[src/rtl/uart_dl_packet_rx_pkg.sv]
// Shared types and constants for the UART download packet deframer.
package uart_dl_packet_rx_pkg;

  localparam int unsigned PKT_DATA_BYTES = 32;
  localparam int unsigned WORDS_PER_PKT  = PKT_DATA_BYTES / 4;

  localparam logic [7:0]  ACK_BYTE = 8'h06;
  localparam logic [7:0]  NAK_BYTE = 8'h15;

  localparam logic [15:0] CRC_INIT = 16'hFFFF;
  localparam logic [15:0] CRC_POLY = 16'hA001;

  typedef enum logic [2:0] {
    ST_IDLE,
    ST_RECV,
    ST_CHECK,
    ST_WRITE,
    ST_RESP,
    ST_DONE
  } state_e;

  // ROM write port payload
  typedef struct packed {
    logic        we;
    logic [31:0] addr;
    logic [31:0] wdata;
  } mem_wr_t;

endpackage

[src/rtl/uart_dl_crc16.sv]
// Single-byte Modbus CRC16 update (reflected poly A001), unrolled over 8 bits.
//   crc_in    : running CRC
//   data_in   : next byte
//   crc_out_c : CRC after absorbing data_in (combinational)
module uart_dl_crc16
  import uart_dl_packet_rx_pkg::*;
(
  input  logic [15:0] crc_in,
  input  logic [7:0]  data_in,
  output logic [15:0] crc_out_c
);

  always_comb begin
    crc_out_c = crc_in ^ {8'h00, data_in};
    for (int i = 0; i < 8; i++) begin
      crc_out_c = crc_out_c[0] ? ((crc_out_c >> 1) ^ CRC_POLY) : (crc_out_c >> 1);
    end
  end

endmodule

[src/rtl/uart_dl_packet_rx.sv]
// UART download packet deframer: parses seq/32 data/CRC16 packets, checks CRC
// and sequence, writes payload words to ROM and queues an ACK/NAK byte.
//   clk, rst         : clock, async active-low reset
//   enable           : debug pin; low forces IDLE and clears the session
//   rx_valid/rx_data : byte strobe from the UART receiver
//   tx_valid/tx_data/tx_ready : response byte handshake to the transmitter
//   mem_we/mem_addr/mem_wdata : ROM word write port
//   file_size, busy, done, rx_overrun : status
module uart_dl_packet_rx
  import uart_dl_packet_rx_pkg::*;
#(
  parameter int unsigned FILE_SIZE_IDX  = 28,
  parameter logic [31:0] ROM_BASE       = 32'h0000_0000,
  parameter int unsigned MAX_BYTES      = 1024,
  parameter int unsigned TIMEOUT_CYCLES = 50000
) (
  input  logic        clk,
  input  logic        rst,
  input  logic        enable,
  input  logic        rx_valid,
  input  logic [7:0]  rx_data,
  output logic        tx_valid,
  output logic [7:0]  tx_data,
  input  logic        tx_ready,
  output logic        mem_we,
  output logic [31:0] mem_addr,
  output logic [31:0] mem_wdata,
  output logic [31:0] file_size,
  output logic        busy,
  output logic        done,
  output logic        rx_overrun
);

  localparam int unsigned GAP_W = $clog2(TIMEOUT_CYCLES + 1);
  localparam int unsigned CNT_W = 6;

  state_e            state_q, state_d;
  logic [CNT_W-1:0]  byte_cnt_q, byte_cnt_d;
  logic [GAP_W-1:0]  gap_q, gap_d;
  logic [7:0]        seq_q, seq_d;
  logic [7:0]        exp_seq_q, exp_seq_d;
  logic [15:0]       crc_q, crc_d;
  logic [15:0]       crc_rx_q, crc_rx_d;
  logic [2:0]        w_q, w_d;
  logic              wrote_q, wrote_d;
  logic [31:0]       file_size_q, file_size_d;
  logic              done_q, done_d;
  logic              overrun_q, overrun_d;
  logic              tx_valid_q, tx_valid_d;
  logic [7:0]        tx_data_q, tx_data_d;
  logic              busy_q, busy_d;
  mem_wr_t           mem_q, mem_d;

  logic [7:0]        pkt_buf [PKT_DATA_BYTES];
  logic              buf_we_c;
  logic              emit_c;
  logic [2:0]        wr_idx_c;
  logic [31:0]       wr_off_c;
  logic [31:0]       size_c;
  logic [15:0]       crc_upd_c;

  uart_dl_crc16 u_crc (
    .crc_in    (crc_q),
    .data_in   (rx_data),
    .crc_out_c (crc_upd_c)
  );

  // Big-endian file size carried in packet 0
  assign size_c = {pkt_buf[5'(FILE_SIZE_IDX)],     pkt_buf[5'(FILE_SIZE_IDX + 1)],
                   pkt_buf[5'(FILE_SIZE_IDX + 2)], pkt_buf[5'(FILE_SIZE_IDX + 3)]};

  // Next-state and registered-output computation
  always_comb begin
    state_d     = state_q;
    byte_cnt_d  = byte_cnt_q;
    gap_d       = gap_q;
    seq_d       = seq_q;
    exp_seq_d   = exp_seq_q;
    crc_d       = crc_q;
    crc_rx_d    = crc_rx_q;
    w_d         = w_q;
    wrote_d     = wrote_q;
    file_size_d = file_size_q;
    overrun_d   = overrun_q;
    tx_valid_d  = tx_valid_q;
    tx_data_d   = tx_data_q;
    mem_d       = mem_q;
    mem_d.we    = 1'b0;
    buf_we_c    = 1'b0;
    emit_c      = 1'b0;
    wr_idx_c    = 3'd0;
    wr_off_c    = 32'd0;

    if (rx_valid && (state_q inside {ST_CHECK, ST_WRITE, ST_RESP})) overrun_d = 1'b1;

    case (state_q)
      ST_IDLE: begin
        if (rx_valid) begin
          seq_d      = rx_data;
          byte_cnt_d = '0;
          crc_d      = CRC_INIT;
          gap_d      = '0;
          state_d    = ST_RECV;
        end
      end
      ST_RECV: begin
        if (rx_valid) begin
          gap_d      = '0;
          byte_cnt_d = byte_cnt_q + CNT_W'(1);
          if (byte_cnt_q < CNT_W'(PKT_DATA_BYTES)) begin
            buf_we_c = 1'b1;
            crc_d    = crc_upd_c;
          end else if (byte_cnt_q == CNT_W'(PKT_DATA_BYTES)) begin
            crc_rx_d[7:0] = rx_data;
          end else begin
            crc_rx_d[15:8] = rx_data;
            state_d        = ST_CHECK;
          end
        end else if (gap_q == GAP_W'(TIMEOUT_CYCLES - 1)) begin
          state_d = ST_IDLE;
        end else begin
          gap_d = gap_q + GAP_W'(1);
        end
      end
      ST_CHECK: begin
        wrote_d    = 1'b0;
        tx_valid_d = 1'b1;
        tx_data_d  = NAK_BYTE;
        state_d    = ST_RESP;
        if (crc_q != crc_rx_q) begin
          tx_data_d = NAK_BYTE;
        end else if ((exp_seq_q != 8'd0) && (seq_q == exp_seq_q - 8'd1)) begin
          tx_data_d = ACK_BYTE;
        end else if (seq_q != exp_seq_q) begin
          tx_data_d = NAK_BYTE;
        end else if (seq_q == 8'd0) begin
          file_size_d = size_c;
          if ((size_c != 32'd0) && (size_c <= 32'(MAX_BYTES))) begin
            tx_data_d = ACK_BYTE;
            exp_seq_d = 8'd1;
          end
        end else begin
          tx_valid_d = 1'b0;
          state_d    = ST_WRITE;
          w_d        = 3'd0;
          emit_c     = 1'b1;
          wr_idx_c   = 3'd0;
        end
      end
      ST_WRITE: begin
        // Outputs for word w are already on the port; prepare w+1 or the ACK
        if (w_q == 3'(WORDS_PER_PKT - 1)) begin
          exp_seq_d  = exp_seq_q + 8'd1;
          wrote_d    = 1'b1;
          tx_valid_d = 1'b1;
          tx_data_d  = ACK_BYTE;
          state_d    = ST_RESP;
        end else begin
          w_d      = w_q + 3'd1;
          emit_c   = 1'b1;
          wr_idx_c = w_q + 3'd1;
        end
      end
      ST_RESP: begin
        if (tx_ready) begin
          tx_valid_d = 1'b0;
          if (wrote_q && (32'(exp_seq_q - 8'd1) >=
              (file_size_q + 32'(PKT_DATA_BYTES - 1)) / 32'(PKT_DATA_BYTES))) begin
            state_d = ST_DONE;
          end else begin
            state_d = ST_IDLE;
          end
        end
      end
      ST_DONE: begin
        state_d = ST_DONE;
      end
      default: state_d = ST_IDLE;
    endcase

    // Word write: strobe only while the word lies inside the file
    if (emit_c) begin
      wr_off_c    = 32'(seq_q - 8'd1) * 32'(PKT_DATA_BYTES) + 32'({wr_idx_c, 2'b00});
      mem_d.addr  = ROM_BASE + wr_off_c;
      mem_d.wdata = {pkt_buf[{wr_idx_c, 2'b11}], pkt_buf[{wr_idx_c, 2'b10}],
                     pkt_buf[{wr_idx_c, 2'b01}], pkt_buf[{wr_idx_c, 2'b00}]};
      mem_d.we    = (wr_off_c < file_size_q);
    end

    // Debug pin low overrides everything
    if (!enable) begin
      state_d     = ST_IDLE;
      exp_seq_d   = 8'd0;
      file_size_d = 32'd0;
      overrun_d   = 1'b0;
      tx_valid_d  = 1'b0;
      mem_d.we    = 1'b0;
      buf_we_c    = 1'b0;
    end

    done_d = (state_d == ST_DONE);
    busy_d = (state_d != ST_IDLE) && (state_d != ST_DONE);
  end

  // State and output registers
  always_ff @(posedge clk or negedge rst) begin
    if (!rst) begin
      state_q     <= ST_IDLE;
      byte_cnt_q  <= '0;
      gap_q       <= '0;
      seq_q       <= 8'd0;
      exp_seq_q   <= 8'd0;
      crc_q       <= CRC_INIT;
      crc_rx_q    <= 16'd0;
      w_q         <= 3'd0;
      wrote_q     <= 1'b0;
      file_size_q <= 32'd0;
      done_q      <= 1'b0;
      overrun_q   <= 1'b0;
      tx_valid_q  <= 1'b0;
      tx_data_q   <= 8'd0;
      busy_q      <= 1'b0;
      mem_q       <= '0;
    end else begin
      state_q     <= state_d;
      byte_cnt_q  <= byte_cnt_d;
      gap_q       <= gap_d;
      seq_q       <= seq_d;
      exp_seq_q   <= exp_seq_d;
      crc_q       <= crc_d;
      crc_rx_q    <= crc_rx_d;
      w_q         <= w_d;
      wrote_q     <= wrote_d;
      file_size_q <= file_size_d;
      done_q      <= done_d;
      overrun_q   <= overrun_d;
      tx_valid_q  <= tx_valid_d;
      tx_data_q   <= tx_data_d;
      busy_q      <= busy_d;
      mem_q       <= mem_d;
    end
  end

  // Payload buffer (no reset needed; always refilled before use)
  always_ff @(posedge clk) begin
    if (buf_we_c) pkt_buf[byte_cnt_q[4:0]] <= rx_data;
  end

  assign tx_valid   = tx_valid_q;
  assign tx_data    = tx_data_q;
  assign mem_we     = mem_q.we;
  assign mem_addr   = mem_q.addr;
  assign mem_wdata  = mem_q.wdata;
  assign file_size  = file_size_q;
  assign busy       = busy_q;
  assign done       = done_q;
  assign rx_overrun = overrun_q;

endmodule

[config.mk]
export PLATFORM = sky130hd
export DESIGN_NAME = uart_dl_packet_rx
export DESIGN_NICKNAME = d
export VERILOG_FILES = /design/src/rtl/uart_dl_packet_rx_pkg.sv /design/src/rtl/uart_dl_crc16.sv /design/src/rtl/uart_dl_packet_rx.sv
export SDC_FILE = /design/constraint.sdc
export NUM_CORES = 1
export LEC_CHECK = 0
export BUFFER_PORTS_ARGS = -buffer_cell sky130_fd_sc_hd__buf_2
export CAP_MARGIN = 10
export CELL_PAD_IN_SITES_DETAIL_PLACEMENT = 1
export CELL_PAD_IN_SITES_GLOBAL_PLACEMENT = 1
export CORE_AREA = 5 5 236 238
export CTS_BUF_LIST = sky130_fd_sc_hd__clkbuf_4
export DETAILED_ROUTE_END_ITERATION = 6
export DIE_AREA = 0 0 241 243
export PLACE_DENSITY_LB_ADDON = 0.05
export SLEW_MARGIN = 20
export SYNTH_ARGS = -nofsm -noshare
export SYNTH_HDL_FRONTEND = slang
export SYNTH_SLANG_ARGS = --single-unit
[constraint.sdc]
create_clock -name clk -period 4.6 [get_ports clk]
set_input_delay 0.92 -clock clk [delete_from_list [all_inputs] [get_ports clk]]
set_output_delay 0.92 -clock clk [all_outputs]
set_load 0.1 [all_outputs]
Yosys cells after proc, flatten, opt, wreduce, memory -nomap -nowiden. Memory sizes are Yosys's and may differ from the RTL's. Cells that the tools add are included.

Register bits: 186. Bits in writable memories: 256. Word-level logic and storage cells: 193. Memories: 1.

Add/sub/neg operators: 9. Order comparisons: 4. Equality and inequality tests: 38. Muxes and demuxes: 87. Bitwise logic cells: 11. Reduce and logical (&&, ||, !) cells: 24.

Memory list: pkt_buf (depth 32, width 8, rd ports 8, clocked after Yosys merged registers in 0, write ports 1, RTL line uart_dl_packet_rx.sv:54) `logic [7:0] pkt_buf [PKT_DATA_BYTES];`.

Operators with widths (number): 2-to-1 mux 16 bit (14); 2-to-1 mux 32 bit (6); 2-to-1 mux 65 bit (1); 2-to-1 mux 8 bit (8); case mux 16 bit (2 select lines) (2); 2-to-1 mux 3 bit (20); adder 32 x 5 -> 32 bit, second input constant (1); greater-or-equal comparator 32 x 27 -> 1 bit (1); <= comparator 32 x 11 -> 1 bit, second input constant (1); < comparator 32 bit (1); case mux 8 bit (2 select lines) (2); nonzero test 32 bit (1); 2-to-1 mux 5 bit (5); inverter 2 -> 3 bit (8); inequality test 2 bit, second input constant (11); 2-to-1 mux 1 bit (21); inequality test 3 bit, second input constant (6); case mux 3 bit (6 select lines) (1); subtractor 8 x 1 -> 9 bit, second input constant (2); adder 16 x 1 -> 16 bit, second input constant (1); equality test 16 bit, second input constant (1); inequality test 16 bit (1); XOR 16 x 8 -> 16 bit (1); adder 14 x 6 -> 15 bit (1); other kinds (33) (56).

Depth between registers and ports, before layout.
Word-level depth: 20. Gate-level depth with buffers: 15. Mapped depth without buffers: 14.

Cells and area by module. From an unflattened synthesis, not the netlist that was laid out.

Cell total of the unflattened synthesis: 1579. Area, all modules: 19558.8 um^2.

By module, submodules not included: uart_dl_packet_rx (instances 1, cells an instance 1553, area an instance 19279.7 um^2); uart_dl_crc16 (instances 1, cells an instance 26, area an instance 279.0 um^2).

Least setup slack after synthesis. Ideal clock, no wire load.

Path kind: register -> register. From: register file_size_q[3], in the netlist file_size[3]. To: register done_q, in the netlist done. Library setup time: 0.125 ns. Arrival time: 4.087 ns. Data required time: 4.475 ns. Slack: 0.387 ns. Stages on the path, launching flop included: 15. Path buffers: 2. Cells stage by stage: dfrtp_1 -> or4_1 -> buf_2 -> o211a_4 -> buf_6 -> nand3_1 -> xnor2_1 -> ha_1 -> or4_1 -> o311a_2 -> a311oi_1 -> nor2_1 -> a2111o_1 -> a221oi_2 -> nor3_1.

Word-level cells in the longest chain between the ends: 8.

Ends and longest elaborated chain: from (decl) (RTL line uart_dl_packet_rx.sv:46) `logic [31:0] file_size_q, file_size_d;`; from (signal assigned) (RTL line uart_dl_packet_rx.sv:234) `file_size_q <= file_size_d;`; adder 32 x 5 -> 32 bit (RTL line uart_dl_packet_rx.sv:168) `(file_size_q + 32'(PKT_DATA_BYTES - 1)) / 32'(PKT_DATA_BYTES))) begin`; greater-or-equal comparator 32 x 27 -> 1 bit (RTL line uart_dl_packet_rx.sv:167) `if (wrote_q && (32'(exp_seq_q - 8'd1) >=`; logical AND 1 bit (RTL line uart_dl_packet_rx.sv:167); 2-to-1 mux 3 bit (RTL line uart_dl_packet_rx.sv:167); 2-to-1 mux 3 bit (RTL line uart_dl_packet_rx.sv:165) `if (tx_ready) begin`; case mux 3 bit (6 select lines) (RTL line uart_dl_packet_rx.sv:96) `case (state_q)`; 2-to-1 mux 3 bit (RTL line uart_dl_packet_rx.sv:191) `if (!enable) begin`; equality test 3 bit (RTL line uart_dl_packet_rx.sv:201) `done_d = (state_d == ST_DONE);`; named net done_d (RTL line uart_dl_packet_rx.sv:47) `logic done_q, done_d;`; to (signal assigned) (RTL line uart_dl_packet_rx.sv:235) `done_q <= done_d;`; to (decl) (RTL line uart_dl_packet_rx.sv:47).

The timed path passes the listed nets, and every way through them passes these cells. A chain may end at the register's enable or synchronous reset.

Worst setup path after layout. Same ends and word-level chain as after synthesis.

==> impl_results.md <==
- Outcome: completed
- FF-to-FF path depth: 12
- Most frequent cells in the layout: edfxtp_1, clkbuf_4, dfrtp_1
- Crit path time final: 4.12 ns
- Max Root-Sink Buffers: 3
- Nets@finish: 1829
- Period utilization: 89.5%
- Pre-Repair DR Iteration Count: 5
- Pwr dens: 355 nW/µm²
- Clock Latency Late Sink: ~0.84 ns
- Number of max-slew violations in the final report: 0
- CTS sink cnt: between 400 and 500
- Multi-input gate area: 7010 µm²
- Sequential Area: 11700 µm²
- Layout cells sized above 1: 25.2%
- Gr ovfl total: 0
- Main combinational cell family by area after synthesis: compound AO/OA/AOI/OAI gates
- Fin. Hold Viols: 0
- Multiplexer share of the synthesized area: 5.59%
- # rows: 85
- Clock skew: 0.0518 ns
- Switching Share: roughly a quarter
- Clock Pin Slew Worst Setup and Hold Paths: about 0.060 ns
- Worst path required time: 5.33 ns
- Cell count of the worst hold path: 1
- Routability Congestion: 0.763
- Synth unique cells: 74
- Setup Fix Bufs, Post-CTS: 0
- CP max FO: 15
- Sequential share of the synthesized area: between 60% and 70%
- CTS tree: built
- Port Buffers: 115
- Total GRT Usage: 20.0%
- Starting Density: between 30% and 40%
- Area growth syn-to-layout: 15.7%
- DRC errors left: 0
- First-pass GRT wire length: 89400 µm
- Seq cells post-synth: 417
- Synth warn: 0
- Avg WL per Cell: 23.0 µm
- HPWL after DPL: between 30000 and 40000 µm
- Leakage power total: between 8 and 9 nW
- Post-synthesis simple-gate area fraction: 10.9%
- Max Fclk: 0.243 GHz
- Peak supply drop: 165 µV
- Drt total wl: about 59000 µm
- Area fraction in compound gates after synthesis: 11.7%
- Die Wd: approximately 240 µm
- Final setup fails: 0
- Comb power frac: between 4 and 5%
- Initial antenna violation count: 1
- Setup TNS: 0 ns
- Starting DRT DRC Count: approximately 750
- Min-delay worst type: reg2reg
- Async S/R FF share, synth: 38.6%
- Cells after synthesis: 1570
- Worst-margin pin slew: about 0.93 ns
- EDFF count, synth: 256
- CP startpoint kind: flop
- Total power: 0.00798 W
- Clock power share: 44.3%
- Largest net degree at the start of global routing: between 100 and 150
- Fill count: 5757
- Clk root buf: clkbuf_4
- Post-layout util: 42.1%
- Max-slew headroom: between 30% and 40%
- Crit path capture type: flop
- Die ar.: 58600 µm²
- Die height: 243 µm
- Mapped cell area: 19400 µm²
- Xor/xnor share of the synthesized area: 3.97%
- Most used flip-flop cell after synthesis: edfxtp_1
- RSZ-0062 raised after global routing: no
- Seq pwr share: 50.8%
- Internal power: 0.00608 W
- Vias in the first global route: 14300
- Most common cell after layout, fill and taps aside: edfxtp_1
- Vias: 13300
- Switching pwr: 0.00190 W
- Synth Area in Adders: about 3.7%
- CTS Buf Count: 115
- Max cap viols: 0
- Core footprint: 53400 µm²
- Worst Path Arrival: 4.85 ns
- Routed Antenna Nets: 0
- Syn_area_per_cell: 12.4 µm²
- # IOs: 122
- H-tree Lvls: 3
- Crit Path Class: reg2reg
- Drt via density: 5.22
worst paths after layout:
check / slack [ns] / endpoint / from
min reg2reg: 0.47 / tx_data[2] / tx_data[2]
max in group asynchronous: 3.22 / crc_rx_q[10] / rst
min in group asynchronous: 0.48 / mem_addr[11] / rst
max: 0.48 / done / file_size[3]
max reg2reg: 0.48 / done / file_size[3]
min: 0.47 / tx_data[2] / tx_data[2]
timing repair:
action,in CTS,in global routing
gates resized for setup,0,0
hold buffers,1,0
hold endpoints to repair,14,0
power by group through the flow:
stage	Clock [W]	Sequential (W)	Combinational, W
after detailed placement	0	0.00413	0.000403
final	0.00354	0.00405	0.000393
after CTS	0.00369	0.00405	0.000406
after global placement	0	0.00413	0.000398
after global routing	0.00392	0.00405	0.000438
after floorplan	0	0.00411	0.000235
critical path: stages (launching register included):
cell	delay, ns
dfrtp_1	0.39
or4_1	0.68
o211a_4	0.37
nand3_1	0.17
xnor2_1	0.16
ha_1	0.29
or4_1	0.42
o311a_2	0.34
a311oi_1	0.25
nor2_1	0.15
a2111o_1	0.41
a221oi_2	0.28
nor3_1	0.07
metal layers:
layer	part of all wire (%)	global-route usage [%]	wire (µm)	vias to the layer above
met2	49	32.5	28500	281
met1	46	27.9	27100	6738
li1	-	-	-	6262
met4	1.3	5.26	770	0
met5	0	0	0	-
met3	3.9	3.33	2260	60
cell families (layout without fill, tap and decap cells):
| logic type | after synthesis | after routing |
|---|---|---|
| AO/OA/AOI/OAI | 353 | 353 |
| flip-flops | 417 | 417 |
| AND/OR/NAND/NOR | 431 | 431 |
| XOR/XNOR | 88 | 88 |
| other | 1 | 7 |
| multiplexers | 65 | 65 |
| adder cells (fa/ha/maj) | 57 | 57 |
| buffers and inverters | 158 | 442 |
per-stage QoR:
stage | cell area, µm² | std cells | setup WS [ns] | hold slack [ns]
after floorplan | 19400 | 1575 | 0.387 | 0.451
after global placement | 20900 | 2337 | 0.622 | 0.448
after detailed placement | 20900 | 2337 | 0.545 | 0.451
after CTS | 22500 | 2555 | 0.528 | 0.364
after global routing | 22500 | 2556 | 0.300 | 0.412
final | 22500 | 2556 | 0.481 | 0.466
registers in the layout (all words and copies together) (netlist names):
register	cells
busy	1
rx_overrun	1
pkt_buf	256
mem_we	1
gap_q	16
exp_seq_q	8
crc_rx_q	16
file_size	32
state_q	3
tx_data	3
tx_valid	1
done	1
seq_q	8
crc_q	16
byte_cnt_q	6
wrote_q	1
w_q	3
mem_wdata	32
mem_addr	12
area by class of cell:
| class | instances | area share, % |
|---|---|---|
| clock buffers | 185 | 6.18 |
| inverters | 46 | 0.768 |
| diodes | 1 | 0.0111 |
| well taps | 696 | 3.88 |
| flip-flops and latches | 417 | 52.2 |
| repair buffers | 179 | 4.85 |
| clock inverters | 32 | 0.863 |
| multi-input cells | 1000 | 31.2 |
cells in the mapped netlist, types with 7 or more instances:
| cell type | count | share of area (%) |
|---|---|---|
| nor2b_1 | 36 | 1.2 |
| edfxtp_1 | 256 | 40 |
| and2_1 | 7 | 0.23 |
| xnor2_1 | 51 | 2.3 |
| nor2_1 | 130 | 2.5 |
| ha_1 | 57 | 3.7 |
| buf_4 | 26 | 1.0 |
| nor4_1 | 21 | 0.68 |
| o22a_1 | 7 | 0.32 |
| clkbuf_1 | 59 | 1.1 |
| o21ai_0 | 88 | 2.3 |
| mux2_2 | 28 | 1.6 |
| inv_1 | 46 | 0.89 |
| buf_1 | 13 | 0.25 |
| dfrtp_1 | 145 | 19 |
| o21a_1 | 8 | 0.31 |
| nand3_1 | 30 | 0.77 |
| or3_1 | 9 | 0.29 |
| a21oi_1 | 126 | 3.2 |
| nand4_1 | 16 | 0.52 |
| xor2_1 | 37 | 1.7 |
| mux4_2 | 32 | 3.7 |
| nand2b_1 | 14 | 0.45 |
| nand2_1 | 109 | 2.1 |
| buf_2 | 13 | 0.33 |
| dfstp_2 | 16 | 2.2 |
| and3_1 | 11 | 0.35 |
| nor3_1 | 15 | 0.39 |
| a21o_1 | 17 | 0.66 |
| o221ai_1 | 65 | 2.9 |
Power figures use the tool's default switching activity.
